===== config.mk =====
export PLATFORM = sky130hd
export DESIGN_NAME = demux_1x4_reg
export DESIGN_NICKNAME = d
export VERILOG_FILES = /design/src/rtl/demux_1x4_reg.sv
export SDC_FILE = /design/constraint.sdc
export NUM_CORES = 1
export LEC_CHECK = 0
export CAP_MARGIN = 30
export CORE_AREA = 2 2 39 41
export CTS_CLUSTER_SIZE = 16
export DETAILED_ROUTE_END_ITERATION = 16
export DIE_AREA = 0 0 41 43
export PLACE_DENSITY_LB_ADDON = 0.2
export SLEW_MARGIN = 20
export SYNTH_ARGS = -nofsm -noshare
export SYNTH_HDL_FRONTEND = slang
export SYNTH_SLANG_ARGS = --single-unit

===== constraint.sdc =====
create_clock -name clk -period 1.8 [get_ports clk]
set_input_delay 0.36 -clock clk [delete_from_list [all_inputs] [get_ports clk]]
set_output_delay 0.36 -clock clk [all_outputs]
set_load 0.02 [all_outputs]

===== src/rtl/demux_1x4_reg.sv =====
// Registered 1-to-4 demultiplexer with valid/ready handshakes and a one-entry holding register per channel.
// Optional DEMUX_RR_EN: steer beats by an internal round-robin pointer instead of {s1,s0}.
module demux_1x4_reg #(
   parameter int WIDTH = 1
) (
   input  logic               clk,
   input  logic               rst_n,
   input  logic [WIDTH-1:0]   in_data,
   input  logic               in_valid,
   output logic               in_ready,
   input  logic               s0,
   input  logic               s1,
   output logic [4*WIDTH-1:0] out_data,
   output logic [3:0]         out_valid,
   input  logic [3:0]         out_ready,
   output logic [1:0]         last_sel
);

   logic [4*WIDTH-1:0] data_q,     data_d;
   logic [3:0]         valid_q,    valid_d;
   logic [1:0]         last_sel_q, last_sel_d;
   logic [1:0]         tgt_s;
   logic               ready_s;
   logic               accept_s;

`ifdef DEMUX_RR_EN
   logic [1:0] rr_ptr_q, rr_ptr_d;

   // Target channel comes from the round-robin pointer; the select pins are unused.
   always_comb begin
      tgt_s = rr_ptr_q;
   end

   // Pointer moves on only when a beat is taken, so a full channel stalls the stream.
   always_comb begin
      rr_ptr_d = rr_ptr_q;
      if (accept_s) begin
         rr_ptr_d = rr_ptr_q + 2'd1;
      end else begin
         rr_ptr_d = rr_ptr_q;
      end
   end

   // Round-robin pointer register.
   always_ff @(posedge clk or negedge rst_n) begin
      if (!rst_n) begin
         rr_ptr_q <= 2'b00;
      end else begin
         rr_ptr_q <= rr_ptr_d;
      end
   end

   logic unused_sel_s;
   assign unused_sel_s = s0 ^ s1;
`else
   // Target channel comes straight from the select pins.
   always_comb begin
      tgt_s = {s1, s0};
   end
`endif

   // Space exists when the target is empty or is being drained this cycle.
   always_comb begin
      ready_s  = (!valid_q[tgt_s]) || out_ready[tgt_s];
      accept_s = in_valid && ready_s;
   end

   // Per-channel next state: a load wins over a drain, giving back-to-back beats with no bubble.
   always_comb begin
      data_d     = data_q;
      valid_d    = valid_q;
      last_sel_d = last_sel_q;
      for (int k = 0; k < 4; k++) begin
         if (accept_s && (tgt_s == 2'(k))) begin
            valid_d[k]                 = 1'b1;
            data_d[k*WIDTH +: WIDTH]   = in_data;
         end else if (valid_q[k] && out_ready[k]) begin
            valid_d[k]                 = 1'b0;
         end else begin
            valid_d[k]                 = valid_q[k];
         end
      end
      if (accept_s) begin
         last_sel_d = tgt_s;
      end else begin
         last_sel_d = last_sel_q;
      end
   end

   // Holding registers, valid flags and last-select register.
   always_ff @(posedge clk or negedge rst_n) begin
      if (!rst_n) begin
         data_q     <= '0;
         valid_q    <= 4'b0000;
         last_sel_q <= 2'b00;
      end else begin
         data_q     <= data_d;
         valid_q    <= valid_d;
         last_sel_q <= last_sel_d;
      end
   end

   assign in_ready  = ready_s;
   assign out_data  = data_q;
   assign out_valid = valid_q;
   assign last_sel  = last_sel_q;

endmodule


# ---- After elaboration in Yosys (flattened, before gate mapping)
# Index checks and enable logic that the tools add are counted.
dict set report totals {
  reg_bits 10
  output_inout_bits 11
  elab_cells 41
}
dict set report classes {
  n_lt_le_gt_ge 1
  eq_ne 3
  n_mux 12
  reduce_logical 16
}
# op n
set op_table {}
lappend op_table {{$mux 1} 10}
lappend op_table {{$logic_and 1x1->1} 9}
lappend op_table {{$reduce_bool 2->1} 4}
lappend op_table {{$bmux 1 s2} 2}
lappend op_table {{$eq 2x2->1 const B} 2}
lappend op_table {{$lt 2x3->1 const B} 1}
lappend op_table {{$eq 2x1->1 const B} 1}
lappend op_table {{$logic_not 2->1} 1}
lappend op_table {{$logic_not 1->1} 1}
lappend op_table {{$logic_or 1x1->1} 1}

# ---- Longest topological paths before layout
# Gate-level depths: netlist (run 1).
dict set report logic_depth {
  depth_word 7
  depth_mapped 5
  mapped_depth_nobuf 4
}

# ---- Worst setup path after synthesis (run 1)
# No wires, ideal clock.
dict set report synth_timing {
  path_kind {reg2reg}
  startpoint {register valid_q[2] (netlist: out_valid[2])}
  endpoint {register last_sel_q[1] (netlist: last_sel[1])}
  setup_ps 125
  arrival_time_ps 1503
  slack_ps 171
  stages_incl_launch_ff 5
  cell_sequence {dfrtp_1 -> nand2b_1 -> mux4_2 -> nand2_2 -> mux2_4}
}
dict set report synth_between {
  elab_chain_len 5
}
# item line
set synth_lines {}
lappend synth_lines {{start, declared} 20} ;# logic [3:0] valid_q, valid_d;
lappend synth_lines {{start signal, assigned} 98} ;# valid_q <= valid_d;
lappend synth_lines {{$bmux 1 s2} 64} ;# ready_s = (!valid_q[tgt_s]) || out_ready[tgt_s];
lappend synth_lines {{$mux 1 (not written as such)} 64}
lappend synth_lines {{$logic_not 1->1} 64}
lappend synth_lines {{$logic_or 1x1->1} 64}
lappend synth_lines {{via in_ready} 10} ;# output logic in_ready,
lappend synth_lines {{$logic_and 1x1->1} 65} ;# accept_s = in_valid && ready_s;
lappend synth_lines {{end signal, assigned} 99} ;# last_sel_q <= last_sel_d;
lappend synth_lines {{end, declared} 21} ;# logic [1:0] last_sel_q, last_sel_d;
# The timed path passes the listed nets, and every way through them passes these cells. The select of a mux whose other input is x is not followed.
# A chain may end at the register's enable or synchronous reset.

# ---- Final worst setup path (run 1)
dict set report layout_timing {
  startpoint {input port out_ready[2]}
  endpoint {output port in_ready}
}
dict set report layout_between {
  elab_chain_len 3
}
# item line
set layout_lines {}
lappend layout_lines {{start, declared} 15} ;# input logic [3:0] out_ready,
lappend layout_lines {{$bmux 1 s2} 64}
lappend layout_lines {{$mux 1 (not written as such)} 64}
lappend layout_lines {{$logic_or 1x1->1} 64}
lappend layout_lines {{end, declared} 10}
# Every way passes these cells. The select of a mux whose other input is x is not followed.

==> results of run 1 <==
layout make-up:
class / instances / area (um^2) / area share [%]
Timing Repair Buffer: 32 / 285.3 / 33.83
Clock buffer: 4 / 36.28 / 4.303
Tap cell: 16 / 20.02 / 2.374
Sequential cell: 10 / 250.2 / 29.67
Inverter: 1 / 3.754 / 0.4451
Multi-Input combinational cell: 27 / 247.7 / 29.38
per-layer routing:
metal | part of all wire [%] | wire length, um | track usage (%)
met5 | 0 | 0 | 0
met4 | 0 | 0 | 8.000
met3 | 6.6 | 71 | 4.712
met2 | 53 | 568 | 24.38
met1 | 40 | 431 | 16.84
registers in the layout, indices dropped and copies added, names as in the netlist:
name,cells
out_data,4
out_valid,4
last_sel,2
worst min-delay path by stage:
stage	start	endpoint	slack, ps	depth (start not counted)
final	rst_n	last_sel[1]	410	1
after global routing	rst_n	last_sel[1]	450	1
after CTS	rst_n	last_sel[1]	420	1
after detailed placement	last_sel[1]	last_sel[1]	500	1
after global placement	last_sel[1]	last_sel[1]	490	1
after floorplan	rst_n	last_sel[0]	60	0
kinds of logic (layout without fill, tap and decap cells):
family | Yosys count | after routing | synth area share, %
DFF | 10 | 10 | 51.81
and+or+nand+nor | 13 | 13 | 17.88
muxes | 7 | 7 | 19.43
AOI/OAI and AO/OA | 7 | 7 | 7.773
buffers and inverters | 3 | 37 | 3.108
worst max-delay path: stages:
cell	delay [ps]
dlygate4sd2_1	240
nand2b_4	140
mux4_2	490
buf_6	150
cell usage after synthesis:
master / number
nand2_2: 1
mux2_2: 5
inv_2: 1
clkbuf_1: 1
nand3b_1: 1
and4bb_2: 1
mux4_2: 1
nand2_1: 1
nand2b_1: 5
nand4_1: 2
a21oi_1: 2
dfrtp_1: 10
mux2_4: 1
o211ai_1: 1
o21ai_0: 4
nor2_1: 1
nand4b_1: 1
buf_4: 1
power by group:
group	total [mW]	internal (mW)	leakage (nW)	switching [mW]
logic	0.219	0.125	0.234	0.0937
clock network	0.199	0.123	0.0210	0.0761
registers	0.276	0.256	0.123	0.0193
total	0.694	0.505	0.379	0.189
what timing repair did:
action	CTS	global route
endpoints found under the setup margin	1	0
setup buffers	2	0
resized for setup	15	0
==> metrics.txt, run 1 <==
Mapped Cells 40; Util after Layout 60.94%; routed len/inst 11.90 um; total CTS buffers 3; Worst IR Drop VDD 0.5203 mV; drt first pass iters 4; diodes inserted 0; crit path launch type primary input; Antenna Nets Post-Route 0; clock slew at reported path FFs 70 ps; status finished clean; LEAKAGE 0.3787 nW; Worst Tran Pin Value 441.3 ps; largest net degree at the start of global routing 11; GPL Wtd Cong 0.6854; setup ws final 59.19 ps; synth top area cells dfrtp_1, mux2_2, nand2b_1; crit share post-route 96.71%; setup TNS 0 ps; final std cells w/o fill 90; worst r2r src out_valid[2]; Placement Cell Area 767.0 um^2; NumNets Final 85; endpoints failing setup 0; critical path class primary input to primary output; pwr/cell area 822.4 nW/um^2; CP Capture Type primary output; CTS tree yes; synthesis warning total 0; max-cap violations 0; Port Buf Inserts 20; final wirelength 1071 um; vias in the first global route 446; mean post-synth cell area 12.07 um^2; Worst-Skew Late Latency 260 ps; Die Ht 43 um; min-delay worst type primary input to async pin; initial antenna violation count 0; synthesized flop and latch total 10; first-pass GRT wire length 1759 um; sequential area share after synthesis 51.81%; Final Critical Period 1741 ps; overall routing resource usage 15.17%; DR vias/cell 4.689; fill count 122; Ports 21; CTS Buffer Depth 2; most common cell after layout, fill and taps aside clkdlybuf4s50_1; pre-CTS worst setup slack -524.2 ps; most frequent cells in the layout clkdlybuf4s50_1, buf_4, dfrtp_1, mux2_2, dlygate4sd2_1; Final Max Slew Viols 0; Max-slew headroom 70.49%; Synth top area share 51.81%; Fmax 574.4 MHz; drt drc 0; area of the mapped netlist 483.0 um^2; CP Data Required Time 1440 ps; core area 1384 um^2; hold slack 405.3 ps; Detailed Place HPWL 840.2 um; Syn Nets 50; Clock Sinks 10; DR vias 422; Starting Density 34.90%; Critical Path Start out_ready[2]; Clock Skew 3.898 ps; post-synth top area cell dfrtp_1; crit path capture in_ready; worst-case reg-to-reg path depth 6; cts hold-fix bufs 0; layout cells sized above 1 41.89%; # rows 14; fin area 843.3 um^2; total power 0.6936 mW; Layout area overhead 74.61%; Initial DRC Count 4; Yosys cell types 18; r2r endpoint last_sel[1]; final hold viol count 0; die width 41 um; full die area 1763 um^2; RSZ-0062 raised after global routing false; CTS Root Cell clkbuf_4; Reg2Reg Setup Slack 120 ps; DP Cell Count 84; WP data arrival 1380 ps; gr ovfl total 0; H-Tree Depth 1; top fanout value on the critical path 2
(Power assumes the default switching activity.)
==> run 2: changes to the inputs <==
==> constraint.sdc (replaced) <==
create_clock -name clk -period 2.09 [get_ports clk]
set_input_delay 0.418 -clock clk [delete_from_list [all_inputs] [get_ports clk]]
set_output_delay 0.418 -clock clk [all_outputs]
set_load 0.02 [all_outputs]
==> metrics.txt, run 2 (synthesis gave the netlist of run 1 again) <==
final hold viol count 0; DR vias 413; Reg2Reg Setup Slack 430 ps; top fanout value on the critical path 2; CTS tree yes; total power 0.5430 mW; Die Ht 43 um; worst r2r src out_valid[0]; core area 1384 um^2; fin area 794.5 um^2; Critical Path Start out_ready[2]; Fmax 483.6 MHz; Worst-Skew Late Latency 260 ps; Layout area overhead 64.51%; worst-case reg-to-reg path depth 6; Clock Skew 0.8095 ps; Util after Layout 57.41%; status finished clean; CP Data Required Time 1670 ps; Ports 21; total CTS buffers 3; WP data arrival 1650 ps; critical path class primary input to primary output; # rows 14; full die area 1763 um^2; crit path launch type primary input; most frequent cells in the layout clkdlybuf4s50_1, buf_4, dfrtp_1, mux2_2; min-delay worst type primary input to async pin; Worst Tran Pin Value 443.2 ps; drt first pass iters 4; CP peak stage delay 490 ps; layout cells sized above 1 35.21%; Placement Cell Area 759.5 um^2; max-cap violations 0; Port Buf Inserts 20; NumNets Final 83; DR vias/cell 4.747; routed len/inst 12.05 um; CP cell instances clkdlybuf4s50_1, nand2b_1, mux4_2, buf_4; vias in the first global route 405; diodes inserted 0; CTS Root Cell clkbuf_4; drt drc 0; die width 41 um; clock slew at reported path FFs 60 ps; H-Tree Depth 1; CP max-delay cell mux4_2; Worst IR Drop VDD 0.3504 mV; most common cell after layout, fill and taps aside clkdlybuf4s50_1; final wirelength 1048 um; crit share post-route 98.94%; endpoints failing setup 0; hold slack 471.3 ps; r2r endpoint last_sel[1]; Starting Density 34.90%; GPL Wtd Cong 0.6734; CTS Buffer Depth 2; Antenna Nets Post-Route 0; cts hold-fix bufs 0; LEAKAGE 0.3369 nW; Final Critical Period 2068 ps; crit path capture in_ready; CP Capture Type primary output; initial antenna violation count 0; Clock Sinks 10; Max-slew headroom 70.36%; gr ovfl total 0; first-pass GRT wire length 1600 um; largest net degree at the start of global routing 11; Final Max Slew Viols 0; pwr/cell area 683.4 nW/um^2; overall routing resource usage 14.14%; Initial DRC Count 3
run 2: cell count changes in the layout (fill, tap and decap cells not counted):
cell             change
buf_4                -1
buf_6                -1
clkbuf_8             -1
clkdlybuf4s50_1      +5
dlygate4sd2_1        -5
nand2b_1             +3
nand2b_4             -3
run 2: area by class of cell:
| type | count | area (um^2) |
|---|---|---|
| inverters | 1 | 3.754 |
| multi-input cells | 27 | 225.2 |
| repair buffers | 30 | 272.8 |
| flip-flops and latches | 10 | 250.2 |
| well taps | 16 | 20.02 |
| clock buffers | 3 | 22.52 |
| fillers | 138 | 589.3 |
run 2: routing by layer:
metal	track usage (%)	part of all wire [%]	vias to the layer above	routed length [um]
li1	-	-	208	-
met1	15.44	38	188	402
met2	21.56	52	15	550
met3	4.712	8.1	2	85
met4	10.00	0.95	0	10
met5	0	0	-	0
run 2: worst max-delay path: cells and delay by family:
| family | cells | cell delay (ps) |
|---|---|---|
| buffers and inverters | 2 | 590 |
| multiplexers | 1 | 490 |
| AND/OR/NAND/NOR | 1 | 160 |
run 2: worst min-delay path by stage:
stage               cells past startpoint  slack (ps)      endpoint        start
floorplan                               0         120   last_sel[0]        rst_n
global placement                        1         490   last_sel[1]  last_sel[1]
detailed placement                      1         500   last_sel[1]  last_sel[1]
CTS                                     1         480  out_valid[3]        rst_n
global route                            1         500  out_valid[3]        rst_n
finish                                  1         470  out_valid[3]        rst_n
run 2: power breakdown:
part | internal (mW) | total, mW | switching (mW) | leakage [nW]
Combinational | 0.104 | 0.183 | 0.0785 | 0.200
Clock | 0.0661 | 0.125 | 0.0584 | 0.0138
Sequential | 0.221 | 0.236 | 0.0147 | 0.123
run 2: what timing repair did:
| action | 4_1_cts | 5_1_grt |
|---|---|---|
| resized for setup | 4 | 2 |
| setup buffers | 0 | 1 |
| gates cloned | 0 | 0 |
| endpoints found under the hold margin | 0 | 0 |
| setup endpoints to repair | 1 | 1 |
run 2: per-stage QoR:
stage | TNS, ps | worst slack (ps) | std cells
after CTS | 0 | 11.76 | 86
after global placement | -329.9 | -329.9 | 83
final | 0 | 22.22 | 87
after global routing | -0.7169 | -0.7169 | 87
after floorplan | 0 | 447.8 | 40
after detailed placement | -376.8 | -357.1 | 83
